### config.mk
export PLATFORM = sky130hd
export DESIGN_NAME = mem_arbiter_flat
export DESIGN_NICKNAME = d
export VERILOG_FILES = /design/src/rtl/mem_arbiter_if.sv /design/src/rtl/mem_arbiter.sv /design/src/flat_wrapper.sv
export SDC_FILE = /design/constraint.sdc
export NUM_CORES = 1
export LEC_CHECK = 0
export ABC_CLOCK_PERIOD_IN_PS = 2200
export CORE_ASPECT_RATIO = 1.75
export CORE_MARGIN = 3
export CORE_UTILIZATION = 42
export DETAILED_ROUTE_END_ITERATION = 12
export PLACE_DENSITY = 0.87
export REMOVE_ABC_BUFFERS = 1
export SLEW_MARGIN = 20
export SYNTH_ARGS = -nofsm -noshare
export SYNTH_HDL_FRONTEND = slang
export SYNTH_SLANG_ARGS = --single-unit
export TNS_END_PERCENT = 20
### constraint.sdc
create_clock -name clock -period 2.2 [get_ports clock]
set_input_delay 0.44 -clock clock [delete_from_list [all_inputs] [get_ports clock]]
set_output_delay 0.44 -clock clock [all_outputs]
set_load 0.05 [all_outputs]
### src/rtl/mem_arbiter_if.sv
// ---------------------------------------------------------------------------
// mem_arbiter_if
//   Bundles the fetch port, the load/store data port and the single-ported
//   memory bus that mem_arbiter sits between.
//
//   slave  : the arbiter's view. It receives requests and memory responses,
//            and drives completions and the memory access.
//   master : the environment's view. This is the fetch unit, the LSU and the
//            memory, modelled as one side.
//
//   Fetch  : if_req, if_addr -> if_rdata, if_valid
//   Data   : d_req, d_rw, d_store_sel, d_addr, d_wdata -> d_rdata, d_valid, d_err
//   Memory : mem_en, mem_we, mem_be, mem_addr, mem_wdata <- mem_rdata, mem_ready
//   Status : busy
// ---------------------------------------------------------------------------
interface mem_arbiter_if;
  logic        if_req;
  logic [31:0] if_addr;
  logic [31:0] if_rdata;
  logic        if_valid;

  logic        d_req;
  logic        d_rw;
  logic [1:0]  d_store_sel;
  logic [31:0] d_addr;
  logic [31:0] d_wdata;
  logic [31:0] d_rdata;
  logic        d_valid;
  logic        d_err;

  logic        mem_en;
  logic        mem_we;
  logic [3:0]  mem_be;
  logic [31:0] mem_addr;
  logic [31:0] mem_wdata;
  logic [31:0] mem_rdata;
  logic        mem_ready;

  logic        busy;

  modport slave (
    input  if_req, if_addr, d_req, d_rw, d_store_sel, d_addr, d_wdata,
           mem_rdata, mem_ready,
    output if_rdata, if_valid, d_rdata, d_valid, d_err,
           mem_en, mem_we, mem_be, mem_addr, mem_wdata, busy
  );

  modport master (
    output if_req, if_addr, d_req, d_rw, d_store_sel, d_addr, d_wdata,
           mem_rdata, mem_ready,
    input  if_rdata, if_valid, d_rdata, d_valid, d_err,
           mem_en, mem_we, mem_be, mem_addr, mem_wdata, busy
  );
endinterface

### src/rtl/mem_arbiter.sv
// ---------------------------------------------------------------------------
// mem_arbiter
//   Shares one single-ported memory between instruction fetch and load/store.
//   Data requests win arbitration. Fetch is guaranteed a grant after
//   STARVE_MAX consecutive data grants made while it was waiting. The arbiter
//   runs one access at a time over a mem_en/mem_ready handshake, builds byte
//   enables and lane-replicated store data, and rejects misaligned data
//   accesses without touching memory.
//
//   Ports:
//     clock    rising-edge system clock
//     reset_n  asynchronous active-low reset; abandons any access in flight
//     bus      mem_arbiter_if.slave (fetch, data and memory sides plus busy)
//
//   Encodings:
//     d_rw         0 = read, 1 = write
//     d_store_sel  00 = byte, 01 = half, 10 = word
// ---------------------------------------------------------------------------
module mem_arbiter #(
  parameter int unsigned STARVE_MAX = 4
) (
  input  logic         clock,
  input  logic         reset_n,
  mem_arbiter_if.slave bus
);

  localparam logic       MEM_READ  = 1'b0;
  localparam logic       MEM_WRITE = 1'b1;
  localparam logic [1:0] STORE_B   = 2'b00;
  localparam logic [1:0] STORE_H   = 2'b01;
  localparam logic [1:0] STORE_W   = 2'b10;

  localparam int            CW   = (STARVE_MAX < 1) ? 1 : $clog2(STARVE_MAX + 1);
  localparam logic [CW-1:0] DMAX = CW'(STARVE_MAX);

  typedef enum logic [1:0] {IDLE, IF_WAIT, D_WAIT, DONE} state_t;
  typedef enum logic       {PORT_IF, PORT_D}              port_t;

  state_t        state, next_state;
  port_t         port;       // port granted for the access in flight
  logic          err_q;      // granted data access was misaligned
  logic [CW-1:0] dcount;     // data grants in a row while fetch was waiting

  logic          grant_d, grant_if, d_misaligned;
  logic [1:0]    lane;
  logic [3:0]    d_be;
  logic [31:0]   d_wdata_rep;

  // ---------------------------------------------------------------------------
  // Request decode
  // ---------------------------------------------------------------------------
  assign lane = bus.d_addr[1:0];

  assign d_misaligned = ((bus.d_store_sel == STORE_W) && (lane != 2'b00)) ||
                        ((bus.d_store_sel == STORE_H) && lane[0]);

  // Data has priority until fetch has been passed over STARVE_MAX times.
  assign grant_d  = bus.d_req && (!bus.if_req || (dcount != DMAX));
  assign grant_if = bus.if_req && !grant_d;

  // NOTE: every signal written in an always_comb gets a default first, so no
  // path through the case leaves it unassigned and no latch is inferred.
  always_comb begin
    d_be        = 4'b1111;
    d_wdata_rep = bus.d_wdata;
    unique case (bus.d_store_sel)
      STORE_H: begin
        d_be        = 4'b0011 << {lane[1], 1'b0};
        d_wdata_rep = {2{bus.d_wdata[15:0]}};
      end
      STORE_B: begin
        d_be        = 4'b0001 << lane;
        d_wdata_rep = {4{bus.d_wdata[7:0]}};
      end
      default: ;
    endcase
    if (bus.d_rw == MEM_READ) d_be = 4'b1111;
  end

  // ---------------------------------------------------------------------------
  // FSM: state register
  // ---------------------------------------------------------------------------
  // NOTE: sequential state uses non-blocking assignments, so every flop
  // samples pre-edge values no matter how the always blocks are ordered.
  always_ff @(posedge clock or negedge reset_n) begin
    if (!reset_n) state <= IDLE;
    else          state <= next_state;
  end

  // ---------------------------------------------------------------------------
  // FSM: next state
  // ---------------------------------------------------------------------------
  always_comb begin
    next_state = state;
    unique case (state)
      IDLE: begin
        if (grant_d)       next_state = d_misaligned ? DONE : D_WAIT;
        else if (grant_if) next_state = IF_WAIT;
      end
      IF_WAIT, D_WAIT: if (bus.mem_ready) next_state = DONE;
      DONE:            next_state = IDLE;
      default:         next_state = IDLE;
    endcase
  end

  // ---------------------------------------------------------------------------
  // FSM: outputs
  // ---------------------------------------------------------------------------
  always_comb begin
    bus.busy     = (state != IDLE);
    bus.if_valid = (state == DONE) && (port == PORT_IF);
    bus.d_valid  = (state == DONE) && (port == PORT_D);
    bus.d_err    = (state == DONE) && (port == PORT_D) && err_q;
  end

  // ---------------------------------------------------------------------------
  // Grant bookkeeping and registered memory interface
  // ---------------------------------------------------------------------------
  // NOTE: the read-data holding registers are reset along with the control
  // state. They are plain flops rather than a RAM, so the reset is cheap, and
  // both completion ports read 0 until their first access.
  always_ff @(posedge clock or negedge reset_n) begin
    if (!reset_n) begin
      port          <= PORT_IF;
      err_q         <= 1'b0;
      dcount        <= '0;
      bus.mem_en    <= 1'b0;
      bus.mem_we    <= 1'b0;
      bus.mem_be    <= 4'b0000;
      bus.mem_addr  <= 32'h0;
      bus.mem_wdata <= 32'h0;
      bus.if_rdata  <= 32'h0;
      bus.d_rdata   <= 32'h0;
    end else begin
      unique case (state)
        IDLE: begin
          if (grant_d) begin
            port  <= PORT_D;
            err_q <= d_misaligned;
            // Count only grants that made a waiting fetch wait longer.
            if (bus.if_req) dcount <= (dcount == DMAX) ? DMAX : dcount + 1'b1;
            else            dcount <= '0;
            if (!d_misaligned) begin
              bus.mem_en    <= 1'b1;
              bus.mem_we    <= (bus.d_rw == MEM_WRITE);
              bus.mem_be    <= d_be;
              bus.mem_addr  <= bus.d_addr & 32'hFFFF_FFFC;
              bus.mem_wdata <= (bus.d_rw == MEM_WRITE) ? d_wdata_rep : 32'h0;
            end
          end else if (grant_if) begin
            port          <= PORT_IF;
            err_q         <= 1'b0;
            dcount        <= '0;
            bus.mem_en    <= 1'b1;
            bus.mem_we    <= 1'b0;
            bus.mem_be    <= 4'b1111;
            bus.mem_addr  <= bus.if_addr & 32'hFFFF_FFFC;
            bus.mem_wdata <= 32'h0;
          end
        end
        IF_WAIT: begin
          if (bus.mem_ready) begin
            bus.mem_en   <= 1'b0;
            bus.if_rdata <= bus.mem_rdata;
          end
        end
        D_WAIT: begin
          if (bus.mem_ready) begin
            bus.mem_en <= 1'b0;
            // A store leaves the last loaded word in place.
            if (!bus.mem_we) bus.d_rdata <= bus.mem_rdata;
          end
        end
        default: ;
      endcase
    end
  end

endmodule

### src/flat_wrapper.sv
// flat-port wrapper written by rule: the top's interface ports become plain ports
module mem_arbiter_flat 
#(
  parameter int unsigned STARVE_MAX = 4
)
  (clock, reset_n, bus_if_req, bus_if_addr, bus_d_req, bus_d_rw, bus_d_store_sel, bus_d_addr, bus_d_wdata, bus_mem_rdata, bus_mem_ready, bus_if_rdata, bus_if_valid, bus_d_rdata, bus_d_valid, bus_d_err, bus_mem_en, bus_mem_we, bus_mem_be, bus_mem_addr, bus_mem_wdata, bus_busy);
  mem_arbiter_if bus_i ();
  input  logic clock;
  input  logic reset_n;
  input wire logic [$bits(bus_i.if_req)-1:0] bus_if_req;
  input wire logic [$bits(bus_i.if_addr)-1:0] bus_if_addr;
  input wire logic [$bits(bus_i.d_req)-1:0] bus_d_req;
  input wire logic [$bits(bus_i.d_rw)-1:0] bus_d_rw;
  input wire logic [$bits(bus_i.d_store_sel)-1:0] bus_d_store_sel;
  input wire logic [$bits(bus_i.d_addr)-1:0] bus_d_addr;
  input wire logic [$bits(bus_i.d_wdata)-1:0] bus_d_wdata;
  input wire logic [$bits(bus_i.mem_rdata)-1:0] bus_mem_rdata;
  input wire logic [$bits(bus_i.mem_ready)-1:0] bus_mem_ready;
  output wire logic [$bits(bus_i.if_rdata)-1:0] bus_if_rdata;
  output wire logic [$bits(bus_i.if_valid)-1:0] bus_if_valid;
  output wire logic [$bits(bus_i.d_rdata)-1:0] bus_d_rdata;
  output wire logic [$bits(bus_i.d_valid)-1:0] bus_d_valid;
  output wire logic [$bits(bus_i.d_err)-1:0] bus_d_err;
  output wire logic [$bits(bus_i.mem_en)-1:0] bus_mem_en;
  output wire logic [$bits(bus_i.mem_we)-1:0] bus_mem_we;
  output wire logic [$bits(bus_i.mem_be)-1:0] bus_mem_be;
  output wire logic [$bits(bus_i.mem_addr)-1:0] bus_mem_addr;
  output wire logic [$bits(bus_i.mem_wdata)-1:0] bus_mem_wdata;
  output wire logic [$bits(bus_i.busy)-1:0] bus_busy;
  assign bus_i.if_req = bus_if_req;
  assign bus_i.if_addr = bus_if_addr;
  assign bus_i.d_req = bus_d_req;
  assign bus_i.d_rw = bus_d_rw;
  assign bus_i.d_store_sel = bus_d_store_sel;
  assign bus_i.d_addr = bus_d_addr;
  assign bus_i.d_wdata = bus_d_wdata;
  assign bus_i.mem_rdata = bus_mem_rdata;
  assign bus_i.mem_ready = bus_mem_ready;
  assign bus_if_rdata = bus_i.if_rdata;
  assign bus_if_valid = bus_i.if_valid;
  assign bus_d_rdata = bus_i.d_rdata;
  assign bus_d_valid = bus_i.d_valid;
  assign bus_d_err = bus_i.d_err;
  assign bus_mem_en = bus_i.mem_en;
  assign bus_mem_we = bus_i.mem_we;
  assign bus_mem_be = bus_i.mem_be;
  assign bus_mem_addr = bus_i.mem_addr;
  assign bus_mem_wdata = bus_i.mem_wdata;
  assign bus_busy = bus_i.busy;
  mem_arbiter #(.STARVE_MAX(STARVE_MAX)) u_core (.clock(clock), .reset_n(reset_n), .bus(bus_i));
endmodule
==> metrics.yaml <==
status: "complete, no violations"
cts_tree: "done"
path_class: "register to primary output"
n_fill_cell: 1045
maxSlewViolCount: 0
clk_pin_slew_ns: 0.06
dp.cells: 878
drc: 0
grt_pass1_wl_mm: 29.12
ant_nets: 0
cap_violations: 0
nets: 861
setup_tns_ns: 0
finalWeightedCongestion: 0.8494
slowest_stage: "clkdlybuf4s50_1"
finalSetupViolations: 0
tightest_slew_ns: 0.9700
dp_hpwl_mm: 13.68
antenna_found_initial: 1
overflow: 0
cp_cell_sequence: "clkdlybuf4s50_1"
initial_core_util_pct: 42.89
vias: 4768
cts_resized: 0
rsz0062_at_grt: "false"
io_pins: 274
skew_ns: 0.01115
yosys.area.top_type: "dfrtp_1"
worstPathArrival_ns: 1.63
htreeDepth: 4
avgViaCountPerCell: 5.228
drt_iter0_drc: 113
critical-path-top-delay-family: "buffers and inverters"
worstPathRequired_ns: 1.76
ys_types: 38
max_stage_delay_ns: 0.88
coreArea_sq_mm: 0.01444
routed_wirelength_mm: 18.25
cts_buffers: 17
grt_use_total_pct: 22.65
total_power_mw: 17.55
io_buffer_count: 269
worstPathMaxFanout: 2
die-area_sq_mm: 0.01630
drt-pass1-iter-count: 4
yosysWarnings: 0
setup_ws_ns: 0.1338
grt_max_degree: 50
row_count: 58
ys_top_cells_by_area: "dfrtp_1 56%, mux2_2 18%, mux2_4 6.3%"
ys_async_sr_fraction_pct: 100.0
root_buffer: "clkbuf_16"
clockBufferDepth: 2
synthTopCellsByCount: "139 x dfrtp_1, 99 x mux2_2, 26 x mux2_4"
fin_util_pct: 67.94
clock-sinks: 139
slew_headroom_pct: 35.09
end_kind: "primary output"
max_freq_mhz: 484.0
drive_gt1_share_pct: 25.44
final_area_sq_mm: 0.009812
avgSynthCellArea_sq_um: 14.34
seq_area_frac_synth_pct: 56.16
critPathLaunchType: "register"
grt_pass1_vias: 5402
synth-edff-count: 0
synthToLayoutAreaGrowth_pct: 58.42
cellLeakagePower_nw: 4.221
synth_top_cell_area_share_pct: 56.16
critPathBufInv: 1
post-route-period-util_pct: 93.92
hold_class: "register to register"
hold_violations: 0
dp_slack_ns: -0.1184
fin_crit_ns: 2.066
ys_ff_latch: 139
max-vdd-ir-drop_uv: 979.4
yosys_most_used_dff: "dfrtp_1"
power_density_mw_per_mm2: 1789
yosysMostFrequentCell: "dfrtp_1"
wl_per_cell_microns: 20.01
die_w_microns: 97.80
fin_cells: 912
place_area_sq_mm: 0.009226
insertion_delay_ns: 0.41
die_h_microns: 166.6
holdWs_ns: 0.4880
postSynthCellCount: 432
syn_area_sq_mm: 0.006193
==> area by class of cell <==
cell class                 instances  area, sq um  share of cell area, %
tap                              180        225.2                  2.295
multi-input combinational        260         2531                  25.80
timing repair buffer             292         2972                  30.29
sequential                       139         3478                  35.45
inverter                           8        30.03                 0.3060
antenna                            1        2.502                0.02550
clock inverter                    12        116.4                  1.186
clock buffer                      20        456.7                  4.654
==> routing by layer <==
metal	global-route usage [%]	share of wire, %
met5	0	0
met4	13.20	5.3
met3	4.987	4.7
met2	40.60	55
met1	24.06	35
==> flip-flops by register name, summed over array words and instances, names as in the netlist <==
signal                cells
u_core.state              2
u_core.port               1
u_core.bus.mem_be         4
u_core.bus.if_rdata      32
u_core.err_q              1
u_core.bus.mem_we         1
u_core.bus.mem_wdata     32
u_core.bus.d_rdata       32
u_core.dcount             3
u_core.bus.mem_en         1
u_core.bus.mem_addr      30
==> where the power goes <==
| part | switching [mW] | internal [mW] | leakage [nW] |
|---|---|---|---|
| clock | 1.12 | 1.63 | 0.271 |
| combinational | 6.31 | 3.90 | 2.26 |
| sequential | 0.743 | 3.85 | 1.70 |
| total | 8.17 | 9.38 | 4.22 |
==> cell families (layout without fill, tap and decap cells) <==
kind of cell    after synthesis  count (layout)  share of synthesized area (%)
fa+ha+maj                     7               7                          1.414
buf+inv                      34             332                          3.030
other cells                   1               3                        0.06055
mux                         150             150                          28.34
compound gates               64              64                          8.121
flops                       139             139                          56.16
simple gates                 37              37                          2.869
==> final timing paths <==
check                                          from                        to  slack (ns)  cells after the start
setup / recovery               u_core.bus.mem_be[2]             bus_mem_be[2]        0.13                      1
hold / removal             u_core.bus.mem_wdata[19]  u_core.bus.mem_wdata[19]        0.49                      1
setup reg to reg                    u_core.state[0]    u_core.bus.mem_addr[3]        0.19                      6
hold reg to reg            u_core.bus.mem_wdata[19]  u_core.bus.mem_wdata[19]        0.49                      1
max in group asynchronous                   reset_n  u_core.bus.mem_wdata[27]        1.04                      3
min in group asynchronous                   reset_n    u_core.bus.d_rdata[14]        0.53                      2
==> placed cells by master (no fill, tap or decap), types with 7 or more instances in the layout <==
cell and instances:
clkbuf_16 17, o2bb2ai_1 16, mux2_2 99, mux2i_1 25, dfrtp_1 139, buf_12 9
clkdlybuf4s50_1 264, ha_1 7, inv_1 8, nand2_1 18, buf_4 17, mux2_4 26
nor2_1 7, a22o_1 16, o21ai_0 10
==> what timing repair did <==
item                                   CTS  global route
hold buffers                             1             0
endpoints found under the hold margin   42             0
buffers inserted                         0             0
Note: power is estimated with default switching activity, not from simulation.
